## config.mk

```make
export PLATFORM = sky130hd
export DESIGN_NAME = dft_crm_div_prog
export DESIGN_NICKNAME = d
export VERILOG_FILES = /design/src/rtl/dft_crm_pkg.sv /design/src/rtl/dft_crm_rst_mux.sv /design/src/rtl/dft_crm_div_prog.sv
export SDC_FILE = /design/constraint.sdc
export NUM_CORES = 1
export LEC_CHECK = 0
export BUFFER_PORTS_ARGS = -buffer_cell sky130_fd_sc_hd__buf_2
export CORE_ASPECT_RATIO = 0.5
export CORE_MARGIN = 4
export CORE_UTILIZATION = 31
export DETAILED_ROUTE_END_ITERATION = 8
export PLACE_DENSITY = 0.5
export SYNTH_ARGS = -nofsm -noshare
export SYNTH_HDL_FRONTEND = slang
export SYNTH_SLANG_ARGS = --single-unit
```

## constraint.sdc

```tcl
create_clock -name clk_i -period 8.4 [get_ports clk_i]
set_clock_uncertainty 0.2 [all_clocks]
set_input_delay 1.68 -clock clk_i [delete_from_list [all_inputs] [get_ports clk_i]]
set_output_delay 1.68 -clock clk_i [all_outputs]
set_load 0.02 [all_outputs]
```

## src/rtl/dft_crm_pkg.sv

```systemverilog
// rtl/dft_crm_pkg.sv - shared types, defaults and config clamp for the CRM dividers
package dft_crm_pkg;

  typedef enum logic [1:0] {
    IDLE      = 2'd0,
    RUN       = 2'd1,
    STOP_PEND = 2'd2
  } crm_state_e;

  localparam int DEF_RATIO_C = 3;
  localparam int DEF_HIGH_C  = 1;

  function automatic int unsigned clamp_ratio(input int unsigned ratio);
    return (ratio < 2) ? 2 : ratio;
  endfunction

  // ratio must already be clamped so that ratio-1 is a legal high time
  function automatic int unsigned clamp_high(input int unsigned ratio, input int unsigned high);
    int unsigned h;
    h = (high == 0) ? 1 : high;
    if (h >= ratio) h = ratio - 1;
    return h;
  endfunction

endpackage

```

## src/rtl/dft_crm_rst_mux.sv

```systemverilog
// rtl/dft_crm_rst_mux.sv - DFT reset source select shared by the CRM blocks
module dft_crm_rst_mux (
  input  logic rst_n,
  input  logic test_mode,
  input  logic test_as_reset_b,
  output logic rst_n_mux
);

  assign rst_n_mux = test_mode ? test_as_reset_b : rst_n;

endmodule

```

## src/rtl/dft_crm_div_prog.sv

```systemverilog
// rtl/dft_crm_div_prog.sv - programmable glitch-free integer clock divider
// Ratio/high-time changes are staged in a pend slot and applied at period boundaries.
module dft_crm_div_prog
  import dft_crm_pkg::*;
#(
  parameter int CNT_W     = 8,
  parameter int DEF_RATIO = DEF_RATIO_C,
  parameter int DEF_HIGH  = DEF_HIGH_C
) (
  input  logic             clk_i,
  input  logic             rst_n,
  input  logic             test_mode,
  input  logic             test_as_reset_b,
  input  logic             test_hs_mode,
  input  logic             test_se,
  input  logic             div_en,
  input  logic             cfg_vld,
  output logic             cfg_rdy,
  input  logic [CNT_W-1:0] cfg_ratio,
  input  logic [CNT_W-1:0] cfg_high,
  output logic             clk_o,
  output logic             clk_en_o,
  output logic [CNT_W-1:0] act_ratio,
  output logic             running
);

  localparam logic [CNT_W-1:0] ONE       = CNT_W'(1);
  localparam logic [CNT_W-1:0] DEF_R_VAL = CNT_W'(DEF_RATIO);
  localparam logic [CNT_W-1:0] DEF_H_VAL = CNT_W'(DEF_HIGH);

  logic rst_n_mux;

  dft_crm_rst_mux u_rst_mux (
    .rst_n           (rst_n),
    .test_mode       (test_mode),
    .test_as_reset_b (test_as_reset_b),
    .rst_n_mux       (rst_n_mux)
  );

  crm_state_e       state, state_n;
  logic [CNT_W-1:0] cnt, cnt_n;
  logic [CNT_W-1:0] act_high, act_ratio_n, act_high_n;
  logic [CNT_W-1:0] pend_ratio, pend_high, pend_ratio_n, pend_high_n;
  logic [CNT_W-1:0] in_ratio, in_high;
  logic             pend_vld, pend_vld_n;
  logic             clk_o_n, clk_en_q, clk_en_n;
  logic             xfer, boundary, apply, run_n, hs;

  assign cfg_rdy  = ~pend_vld & ~test_se;
  assign xfer     = cfg_vld & cfg_rdy;
  assign running  = (state != IDLE);
  assign clk_en_o = clk_en_q & ~test_se;
  assign hs       = test_mode & test_hs_mode;
  assign boundary = running && (cnt == act_ratio - ONE);

  always_comb begin
    in_ratio     = CNT_W'(clamp_ratio(32'(cfg_ratio)));
    in_high      = CNT_W'(clamp_high(32'(in_ratio), 32'(cfg_high)));
    pend_ratio_n = xfer ? in_ratio : pend_ratio;
    pend_high_n  = xfer ? in_high : pend_high;
    // a transfer landing on a boundary (or in IDLE) is applied on the same edge
    apply        = (xfer | pend_vld) & (boundary | (state == IDLE));
    pend_vld_n   = (xfer | pend_vld) & ~apply;
    act_ratio_n  = apply ? pend_ratio_n : act_ratio;
    act_high_n   = apply ? pend_high_n : act_high;

    state_n = state;
    cnt_n   = cnt;
    case (state)
      IDLE: begin
        cnt_n = '0;
        if (div_en) state_n = RUN;
      end
      RUN: begin
        cnt_n = boundary ? '0 : cnt + ONE;
        if (!div_en) state_n = boundary ? IDLE : STOP_PEND;
      end
      STOP_PEND: begin
        cnt_n = boundary ? '0 : cnt + ONE;
        if (div_en) state_n = RUN;
        else if (boundary) state_n = IDLE;
      end
      default: begin
        state_n = IDLE;
        cnt_n   = '0;
      end
    endcase
    if (state_n == IDLE) cnt_n = '0;

    run_n    = (state_n != IDLE);
    clk_o_n  = run_n & (cnt_n < act_high_n);
    clk_en_n = run_n & (cnt_n == act_ratio_n - ONE);

    // at-speed test: plain divide-by-2, divider parked in IDLE
    if (hs) begin
      state_n  = IDLE;
      cnt_n    = '0;
      clk_o_n  = ~clk_o;
      clk_en_n = clk_o;
    end
  end

  always_ff @(posedge clk_i or negedge rst_n_mux) begin
    if (!rst_n_mux) begin
      state      <= IDLE;
      cnt        <= '0;
      clk_o      <= 1'b0;
      clk_en_q   <= 1'b0;
      pend_vld   <= 1'b0;
      pend_ratio <= DEF_R_VAL;
      pend_high  <= DEF_H_VAL;
      act_ratio  <= DEF_R_VAL;
      act_high   <= DEF_H_VAL;
    end else if (!test_se) begin
      state      <= state_n;
      cnt        <= cnt_n;
      clk_o      <= clk_o_n;
      clk_en_q   <= clk_en_n;
      pend_vld   <= pend_vld_n;
      pend_ratio <= pend_ratio_n;
      pend_high  <= pend_high_n;
      act_ratio  <= act_ratio_n;
      act_high   <= act_high_n;
    end
  end

endmodule

```

==> metrics.txt, run 1 <==
# TYPE chip_impl_metric gauge
chip_impl_metric{name="clk_pin_slew",unit="ps"} 70
chip_impl_info{name="holdCritPathClass",value="flop to flop"} 1
chip_impl_metric{name="post_synth.cell_area_avg",unit="um2"} 8.584
chip_impl_metric{name="detail-route-antenna-nets",unit=""} 0
chip_impl_metric{name="cts_max_level",unit=""} 2
chip_impl_metric{name="core_area",unit="um2"} 10440
chip_impl_metric{name="grt_start_max_net_pins",unit=""} 46
chip_impl_info{name="timing_worst_setup_path_type",value="primary input to flop"} 1
chip_impl_metric{name="drt-total-wl",unit="mm"} 8.706
chip_impl_metric{name="critPathMaxStageDelay",unit="ps"} 800
chip_impl_info{name="final_common_cell",value="sky130_fd_sc_hd__nand2_1"} 1
chip_impl_metric{name="post_cts_hold_buffer_count",unit=""} 0
chip_impl_metric{name="setup-tns-final",unit="ps"} 0
chip_impl_metric{name="asyncSetResetFlopFracSynth",unit="%"} 100.0
chip_impl_info{name="cell_seen_most_often_among_critical_path_stages",value="sky130_fd_sc_hd__o21ai_0"} 1
chip_impl_info{name="synth_top_flop_cell",value="sky130_fd_sc_hd__dfrtp_1"} 1
chip_impl_metric{name="design.portCount",unit=""} 36
chip_impl_metric{name="post_route_cells_drive_above_1_share",unit="%"} 15.55
chip_impl_metric{name="globalRouteOverflowTotal",unit=""} 0
chip_impl_info{name="outcome",value="finished, final reports clean"} 1
chip_impl_info{name="endpoint_kind",value="flop"} 1
chip_impl_metric{name="grt_use_met1",unit="%"} 21.18
chip_impl_metric{name="yosys_register_bits",unit=""} 45
chip_impl_metric{name="diodes",unit=""} 0
chip_impl_metric{name="nets",unit=""} 464
chip_impl_metric{name="via_count",unit=""} 2781
chip_impl_metric{name="dp.cells",unit=""} 550
chip_impl_metric{name="cts_resized",unit=""} 0
chip_impl_metric{name="drv_slew",unit=""} 0
chip_impl_metric{name="grt_first_pass_wirelength",unit="mm"} 14.31
chip_impl_metric{name="switching_share",unit="%"} 44.22
chip_impl_metric{name="initialDrtViolationCount",unit=""} 183
chip_impl_info{name="busiest_layer",value="met2"} 1
chip_impl_metric{name="actual_slew_at_the_worst_max_slew_pin",unit="ps"} 1055
chip_impl_metric{name="dieArea",unit="um2"} 12780
chip_impl_metric{name="combPwrFrac",unit="%"} 51.8
chip_impl_metric{name="vias_per_cell",unit=""} 4.984
chip_impl_metric{name="layout_min_cycle_time",unit="ps"} 6183
chip_impl_metric{name="post-cts-setup-buffers",unit=""} 0
chip_impl_metric{name="leakage",unit="nW"} 1.713
chip_impl_metric{name="report.final.setup_viol",unit=""} 0
chip_impl_metric{name="syn-cell-area",unit="um2"} 3391
chip_impl_metric{name="seq_area_frac_synth",unit="%"} 33.43
chip_impl_info{name="tritoncts",value="built"} 1
chip_impl_metric{name="initial_utilization",unit="%"} 32.47
chip_impl_metric{name="post_synth_and_or_nand_nor_area_fraction",unit="%"} 18.08
chip_impl_metric{name="fin_hold_ws",unit="ps"} 289.8
chip_impl_metric{name="synth_compound_area_share",unit="%"} 18.60
chip_impl_metric{name="num-fill-cells",unit=""} 1083
chip_impl_metric{name="routed_wire_length_per_instance",unit="um"} 15.60
chip_impl_metric{name="synth_enable_flop_cells",unit=""} 0
chip_impl_metric{name="powerDensity",unit="nW/um2"} 340.1
chip_impl_metric{name="portBuffers",unit=""} 35
chip_impl_metric{name="cts.sink_count",unit=""} 45
chip_impl_metric{name="synth.mux.area_fraction",unit="%"} 7.232
chip_impl_metric{name="final_min_period_over_clock_period",unit="%"} 73.61
chip_impl_metric{name="maxCapViolCount",unit=""} 0
chip_impl_metric{name="share_seq_of_total_power",unit="%"} 30.3
chip_impl_metric{name="vias_in_the_first_global_route",unit=""} 2711
chip_impl_metric{name="gp_routability_congestion",unit=""} 0.8615
chip_impl_metric{name="fp.dieW",unit="um"} 155.9
chip_impl_metric{name="remaining_drc_errors",unit=""} 0
chip_impl_metric{name="insertion_delay",unit="ps"} 300
chip_impl_metric{name="area_delta_synth_final",unit="%"} 12.66
chip_impl_info{name="unrepaired_setup_endpoints_after_global_routing",value="false"} 1
chip_impl_info{name="most-common-layout-cells",value="sky130_fd_sc_hd__nand2_1, sky130_fd_sc_hd__dfrtp_1, sky130_fd_sc_hd__o21ai_0"} 1
chip_impl_metric{name="dpl.hpwl",unit="mm"} 6.725
chip_impl_info{name="cp_slowest_cell",value="sky130_fd_sc_hd__a31oi_1"} 1
chip_impl_metric{name="die-height",unit="um"} 81.95
chip_impl_info{name="worstSetupStartpointType",value="primary input"} 1
chip_impl_metric{name="timing.final.hold_violations",unit=""} 0
chip_impl_info{name="cp_cell_sequence",value="buf_2 > nor4_1 > nand2_1 > o21ai_0 > inv_1 > ha_1 > nand2b_1 > a21oi_1 > nor2b_1 > o21ai_0 > a31oi_1 > o211ai_1 > o21ai_0 > o21ai_0 > mux2i_1 > ha_1 > a21o_1 > a21o_1 > a21oi_1 > nor2b_1 > o21ai_0 > nand2b_1 > o31ai_1"} 1
chip_impl_metric{name="synth-warning-count",unit=""} 0
chip_impl_metric{name="synth_cells",unit=""} 395
chip_impl_metric{name="postSynthNetCount",unit=""} 442
chip_impl_metric{name="worstPathRequired",unit="ps"} 8410
chip_impl_metric{name="synth_xor_area_share",unit="%"} 8.672
chip_impl_metric{name="cell_internal_pwr",unit="W"} 0.0007245
chip_impl_metric{name="initial_antenna_violation_count",unit=""} 0
chip_impl_metric{name="synth_cell_type_count",unit=""} 54
chip_impl_metric{name="grt_usage",unit="%"} 14.41
chip_impl_metric{name="row_cnt",unit=""} 26
chip_impl_metric{name="slew_headroom",unit="%"} 29.34
chip_impl_metric{name="net-switching-power",unit="W"} 0.0005745
chip_impl_metric{name="cts-root-to-sink-buffers",unit=""} 2
chip_impl_info{name="clock_tree.root_cell",value="sky130_fd_sc_hd__clkbuf_16"} 1
chip_impl_metric{name="clkPwrFrac",unit="%"} 17.9
chip_impl_metric{name="drt_first_pass_iters",unit=""} 4
chip_impl_metric{name="cts_buffers",unit=""} 5
chip_impl_metric{name="critPathArrivalTime",unit="ps"} 6190
chip_impl_metric{name="worst-path-max-fanout",unit=""} 14
chip_impl_metric{name="fmax",unit="GHz"} 0.1617
chip_impl_info{name="largest_family_of_logic_cells_by_synthesized_area",value="compound AO/OA/AOI/OAI gates"} 1
chip_impl_metric{name="synth_adder_area_share",unit="%"} 8.487
chip_impl_info{name="critical_path.top_delay_family",value="compound AO/OA/AOI/OAI gates"} 1
chip_impl_metric{name="finalNonFillerCells",unit=""} 558
chip_impl_metric{name="grt_use_met3",unit="%"} 2.579
chip_impl_metric{name="vdd_ir_drop_max",unit="mV"} 0.1287
chip_impl_metric{name="crit_buf_inv",unit=""} 2
chip_impl_metric{name="use_met2",unit="%"} 21.76
## path summary, 6_finish.rpt
kind / from / end / slack (ps) / depth (start not counted)
setup / recovery: cfg_ratio[6] / clk_o / 2220 / 23
hold / removal: act_high[1] / act_high[1] / 290 / 2
setup reg to reg: act_ratio[0] / clk_o / 4260 / 19
hold reg to reg: act_high[1] / act_high[1] / 290 / 2
max in group asynchronous: test_mode / pend_vld / 6080 / 3
min in group asynchronous: rst_n / act_high[1] / 1400 / 3
## logic make-up after synthesis
group | count (synthesis)
multiplexers | 24
AO/OA/AOI/OAI | 97
XOR/XNOR | 32
AND/OR/NAND/NOR | 130
flip-flops | 45
adder cells (fa/ha/maj) | 23
buffers and inverters | 44
## power groups by stage
stage,combinational (W),sequential (W),clock (W)
global route,0.000757,0.000408,0.000250
CTS,0.000682,0.000396,0.000240
floorplan,0.000528,0.000391,0
finish,0.000672,0.000394,0.000233
global placement,0.000678,0.000397,0
detailed placement,0.000679,0.000399,0
## Yosys cell counts, drive strengths merged (4+ instances only)
cell type	n	area share, %
mux2i	20	5.9
dfrtp	39	29
xnor2	22	5.7
o31ai	9	2.5
o21ai	38	6.1
nand4	4	0.74
dfstp	6	4.6
mux2	4	1.3
inv	22	2.4
clkbuf	16	1.8
nor2	25	2.8
ha	23	8.5
a22o	5	1.3
buf	5	1.2
a21oi	24	3.9
xor2	9	2.3
nor3	14	2.1
nand2	53	6.2
nand3	14	2.1
## worst register-to-register path: stages (launching register included)
cell	delay (ps)
sky130_fd_sc_hd__dfstp_2	420
sky130_fd_sc_hd__inv_1	90
sky130_fd_sc_hd__ha_1	240
sky130_fd_sc_hd__or3b_1	360
sky130_fd_sc_hd__a211oi_1	310
sky130_fd_sc_hd__and2_1	170
sky130_fd_sc_hd__nand4_1	140
sky130_fd_sc_hd__nor2_1	340
sky130_fd_sc_hd__o31ai_1	150
sky130_fd_sc_hd__or2_1	220
sky130_fd_sc_hd__a21oi_1	190
sky130_fd_sc_hd__nor3_1	110
sky130_fd_sc_hd__ha_1	210
sky130_fd_sc_hd__a21o_1	150
sky130_fd_sc_hd__a21o_1	170
sky130_fd_sc_hd__a21oi_1	140
sky130_fd_sc_hd__nor2b_1	50
sky130_fd_sc_hd__o21ai_0	140
sky130_fd_sc_hd__nand2b_1	70
sky130_fd_sc_hd__o31ai_1	180
## metrics by stage
step	instance area (um2)	util (%)	setup WS, ps	total power [W]
floorplan	3391	-	2806	0.0009197
finish	3820	36.58	2217	0.001299
detailed placement	3649	34.94	1916	0.001078
global placement	3649	34.94	2014	0.001076
CTS	3820	36.58	2219	0.001318
global route	3820	36.58	1555	0.001416
## routing by layer
metal,wire length [um],vias up
li1,-,1434
met1,4691,1304
met3,263,8
met5,0,-
met2,3664,35
met4,88,0
## flip-flops by register name, summed over array words and instances, names as in the netlist
signal / flops
pend_high: 8
cnt: 8
act_ratio: 8
clk_en_q: 1
state: 2
pend_vld: 1
pend_ratio: 8
clk_o: 1
act_high: 8
## area by class of cell
type	instances	area, um2	share of cell area (%)
Inverter	23	86.33	2.260
Sequential cell	45	1134	29.68
Tap cell	140	175.2	4.586
Timing Repair Buffer	36	182.7	4.782
Multi-Input combinational cell	306	2071	54.21
Clock inverter	3	46.29	1.212
Clock buffer	5	125.1	3.275
(Power assumes the default switching activity.)
==> inputs of run 2 (changes only) <==
PLACE_DENSITY = 0.52   (was 0.5)
clock period = 5.1 ns   (was 8.4 ns; I/O delays follow)
==> metrics.txt, run 2 (synthesis results as in run 1) <==
# TYPE chip_impl_metric gauge
chip_impl_info{name="endpoint_kind",value="flop"} 1
chip_impl_metric{name="core_area",unit="um2"} 10440
chip_impl_info{name="outcome",value="finished, final reports clean"} 1
chip_impl_metric{name="cts_max_level",unit=""} 2
chip_impl_metric{name="powerDensity",unit="nW/um2"} 559.5
chip_impl_metric{name="timing.final.hold_violations",unit=""} 0
chip_impl_metric{name="cts_buffers",unit=""} 5
chip_impl_metric{name="nets",unit=""} 478
chip_impl_metric{name="dpl.hpwl",unit="mm"} 6.835
chip_impl_metric{name="initial_utilization",unit="%"} 32.47
chip_impl_metric{name="worstPathRequired",unit="ps"} 5100
chip_impl_metric{name="vias_per_cell",unit=""} 4.860
chip_impl_metric{name="fmax",unit="GHz"} 0.2221
chip_impl_metric{name="cts-root-to-sink-buffers",unit=""} 2
chip_impl_metric{name="final_min_period_over_clock_period",unit="%"} 88.29
chip_impl_metric{name="cts.sink_count",unit=""} 45
chip_impl_metric{name="vdd_ir_drop_max",unit="mV"} 0.1952
chip_impl_metric{name="actual_slew_at_the_worst_max_slew_pin",unit="ps"} 935.7
chip_impl_metric{name="worst-path-max-fanout",unit=""} 4
chip_impl_info{name="clock_tree.root_cell",value="sky130_fd_sc_hd__clkbuf_16"} 1
chip_impl_metric{name="fp.dieW",unit="um"} 155.9
chip_impl_metric{name="detail-route-antenna-nets",unit=""} 0
chip_impl_metric{name="remaining_drc_errors",unit=""} 0
chip_impl_metric{name="portBuffers",unit=""} 35
chip_impl_metric{name="gp_routability_congestion",unit=""} 0.8422
chip_impl_info{name="timing_worst_setup_path_type",value="primary input to flop"} 1
chip_impl_metric{name="grt_usage",unit="%"} 14.26
chip_impl_metric{name="setup-tns-final",unit="ps"} 0
chip_impl_metric{name="fin_hold_ws",unit="ps"} 293.5
chip_impl_metric{name="critPathArrivalTime",unit="ps"} 4500
chip_impl_metric{name="drv_slew",unit=""} 0
chip_impl_metric{name="post_route_cells_drive_above_1_share",unit="%"} 18.52
chip_impl_metric{name="slew_headroom",unit="%"} 37.48
chip_impl_info{name="final_common_cell",value="sky130_fd_sc_hd__nand2_1"} 1
chip_impl_metric{name="dieArea",unit="um2"} 12780
chip_impl_metric{name="grt_start_max_net_pins",unit=""} 46
chip_impl_info{name="unrepaired_setup_endpoints_after_global_routing",value="false"} 1
chip_impl_metric{name="post-cts-setup-buffers",unit=""} 0
chip_impl_metric{name="via_count",unit=""} 2780
chip_impl_metric{name="layout_min_cycle_time",unit="ps"} 4503
chip_impl_metric{name="grt_first_pass_wirelength",unit="mm"} 14.41
chip_impl_info{name="most-common-layout-cells",value="sky130_fd_sc_hd__nand2_1, sky130_fd_sc_hd__dfrtp_1, sky130_fd_sc_hd__buf_2"} 1
chip_impl_metric{name="routed_wire_length_per_instance",unit="um"} 15.16
chip_impl_metric{name="initial_antenna_violation_count",unit=""} 0
chip_impl_metric{name="clk_pin_slew",unit="ps"} 70
chip_impl_metric{name="globalRouteOverflowTotal",unit=""} 0
chip_impl_metric{name="post_cts_hold_buffer_count",unit=""} 0
chip_impl_metric{name="worst_case_register_to_register_setup_slack",unit="ps"} 1020
chip_impl_metric{name="report.final.setup_viol",unit=""} 0
chip_impl_metric{name="diodes",unit=""} 0
chip_impl_metric{name="leakage",unit="nW"} 1.798
chip_impl_info{name="tritoncts",value="built"} 1
chip_impl_metric{name="drt-total-wl",unit="mm"} 8.673
chip_impl_metric{name="die-height",unit="um"} 81.95
chip_impl_metric{name="row_cnt",unit=""} 26
chip_impl_metric{name="vias_in_the_first_global_route",unit=""} 2701
chip_impl_info{name="worstSetupStartpointType",value="primary input"} 1
chip_impl_metric{name="design.portCount",unit=""} 36
chip_impl_metric{name="insertion_delay",unit="ps"} 290
chip_impl_metric{name="maxCapViolCount",unit=""} 0
chip_impl_metric{name="initialDrtViolationCount",unit=""} 181
chip_impl_info{name="holdCritPathClass",value="flop to flop"} 1
chip_impl_metric{name="area_delta_synth_final",unit="%"} 16.86
chip_impl_metric{name="drt_first_pass_iters",unit=""} 4
## run 2: changes by cell type in the layout (fill, tap and decap cells not counted), sizes merged
cell / change
clkinvlp: -1
clkinv: -1
bufinv: +1
buf: +14
inv: +1
## run 2: report_power, final
| part | switching (W) | internal (W) | leakage, nW |
|---|---|---|---|
| Clock | 0.000144 | 0.000283 | 0.0944 |
| Sequential | 0.000140 | 0.000509 | 0.553 |
| Combinational | 0.000665 | 0.000475 | 1.15 |
| Total | 0.000950 | 0.00127 | 1.80 |
## run 2: path summary, 6_finish.rpt
kind / startpoint / endpoint / cells past startpoint
worst max-delay path: cfg_ratio[6] / clk_o / 23
worst min-delay path: act_high[4] / act_high[4] / 2
worst min register to register: act_high[4] / act_high[4] / 2
worst max register to register: act_ratio[0] / clk_o / 19
max in group asynchronous: test_mode / cnt[5] / 3
min in group asynchronous: rst_n / clk_en_q / 3
## run 2: metrics by stage
| stage | setup slack [ps] | utilization [%] | power, W | instances | area (um2) |
|---|---|---|---|---|---|
| 2_1_floorplan | 165.6 | - | 0.001515 | 395 | 3391 |
| 3_3_place_gp | 122.1 | 35.95 | 0.001790 | 564 | 3754 |
| 3_5_place_dp | 51.53 | 35.95 | 0.001800 | 564 | 3754 |
| 4_1_cts | 329.5 | 37.80 | 0.002235 | 572 | 3948 |
| 5_1_grt | 20.20 | 37.95 | 0.002407 | 572 | 3963 |
| 6_report | 597.1 | 37.95 | 0.002217 | 572 | 3963 |
## run 2: area by class of cell
cell class              count  area [um2]
multi-input cells         306        2086
clock inverters             3       68.82
flip-flops and latches     45        1134
clock buffers               5       125.1
inverters                  23       86.33
fillers                  1071        6480
well taps                 140       175.2
repair buffers             50       287.8
## run 2: layer usage
metal,track usage (%),part of all wire (%),vias up
met4,3.406,0.73,0
met5,0,0,-
li1,-,-,1457
met2,21.89,41,41
met1,21.14,55,1277
met3,1.947,3.0,5
## run 2: worst max-delay path, stage by stage
cell	delay [ps]
sky130_fd_sc_hd__buf_2	120
sky130_fd_sc_hd__nor4_4	300
sky130_fd_sc_hd__nand2_1	120
sky130_fd_sc_hd__o21ai_1	160
sky130_fd_sc_hd__inv_1	80
sky130_fd_sc_hd__ha_1	280
sky130_fd_sc_hd__nand2b_1	140
sky130_fd_sc_hd__a21oi_1	130
sky130_fd_sc_hd__nor2b_1	50
sky130_fd_sc_hd__o21ai_0	140
sky130_fd_sc_hd__a31oi_1	150
sky130_fd_sc_hd__o211ai_1	130
sky130_fd_sc_hd__o21ai_0	120
sky130_fd_sc_hd__o21ai_1	170
sky130_fd_sc_hd__mux2i_1	120
sky130_fd_sc_hd__ha_1	330
sky130_fd_sc_hd__a21o_1	190
sky130_fd_sc_hd__a21o_1	170
sky130_fd_sc_hd__a21oi_1	130
sky130_fd_sc_hd__nor2b_1	50
sky130_fd_sc_hd__o21ai_0	140
sky130_fd_sc_hd__nand2b_1	70
sky130_fd_sc_hd__o31ai_1	180
## run 2: repair_timing
action | in CTS | in global routing
endpoints found under the setup margin | 0 | 1
endpoints found under the hold margin | 0 | 0
gates resized for setup | 0 | 5
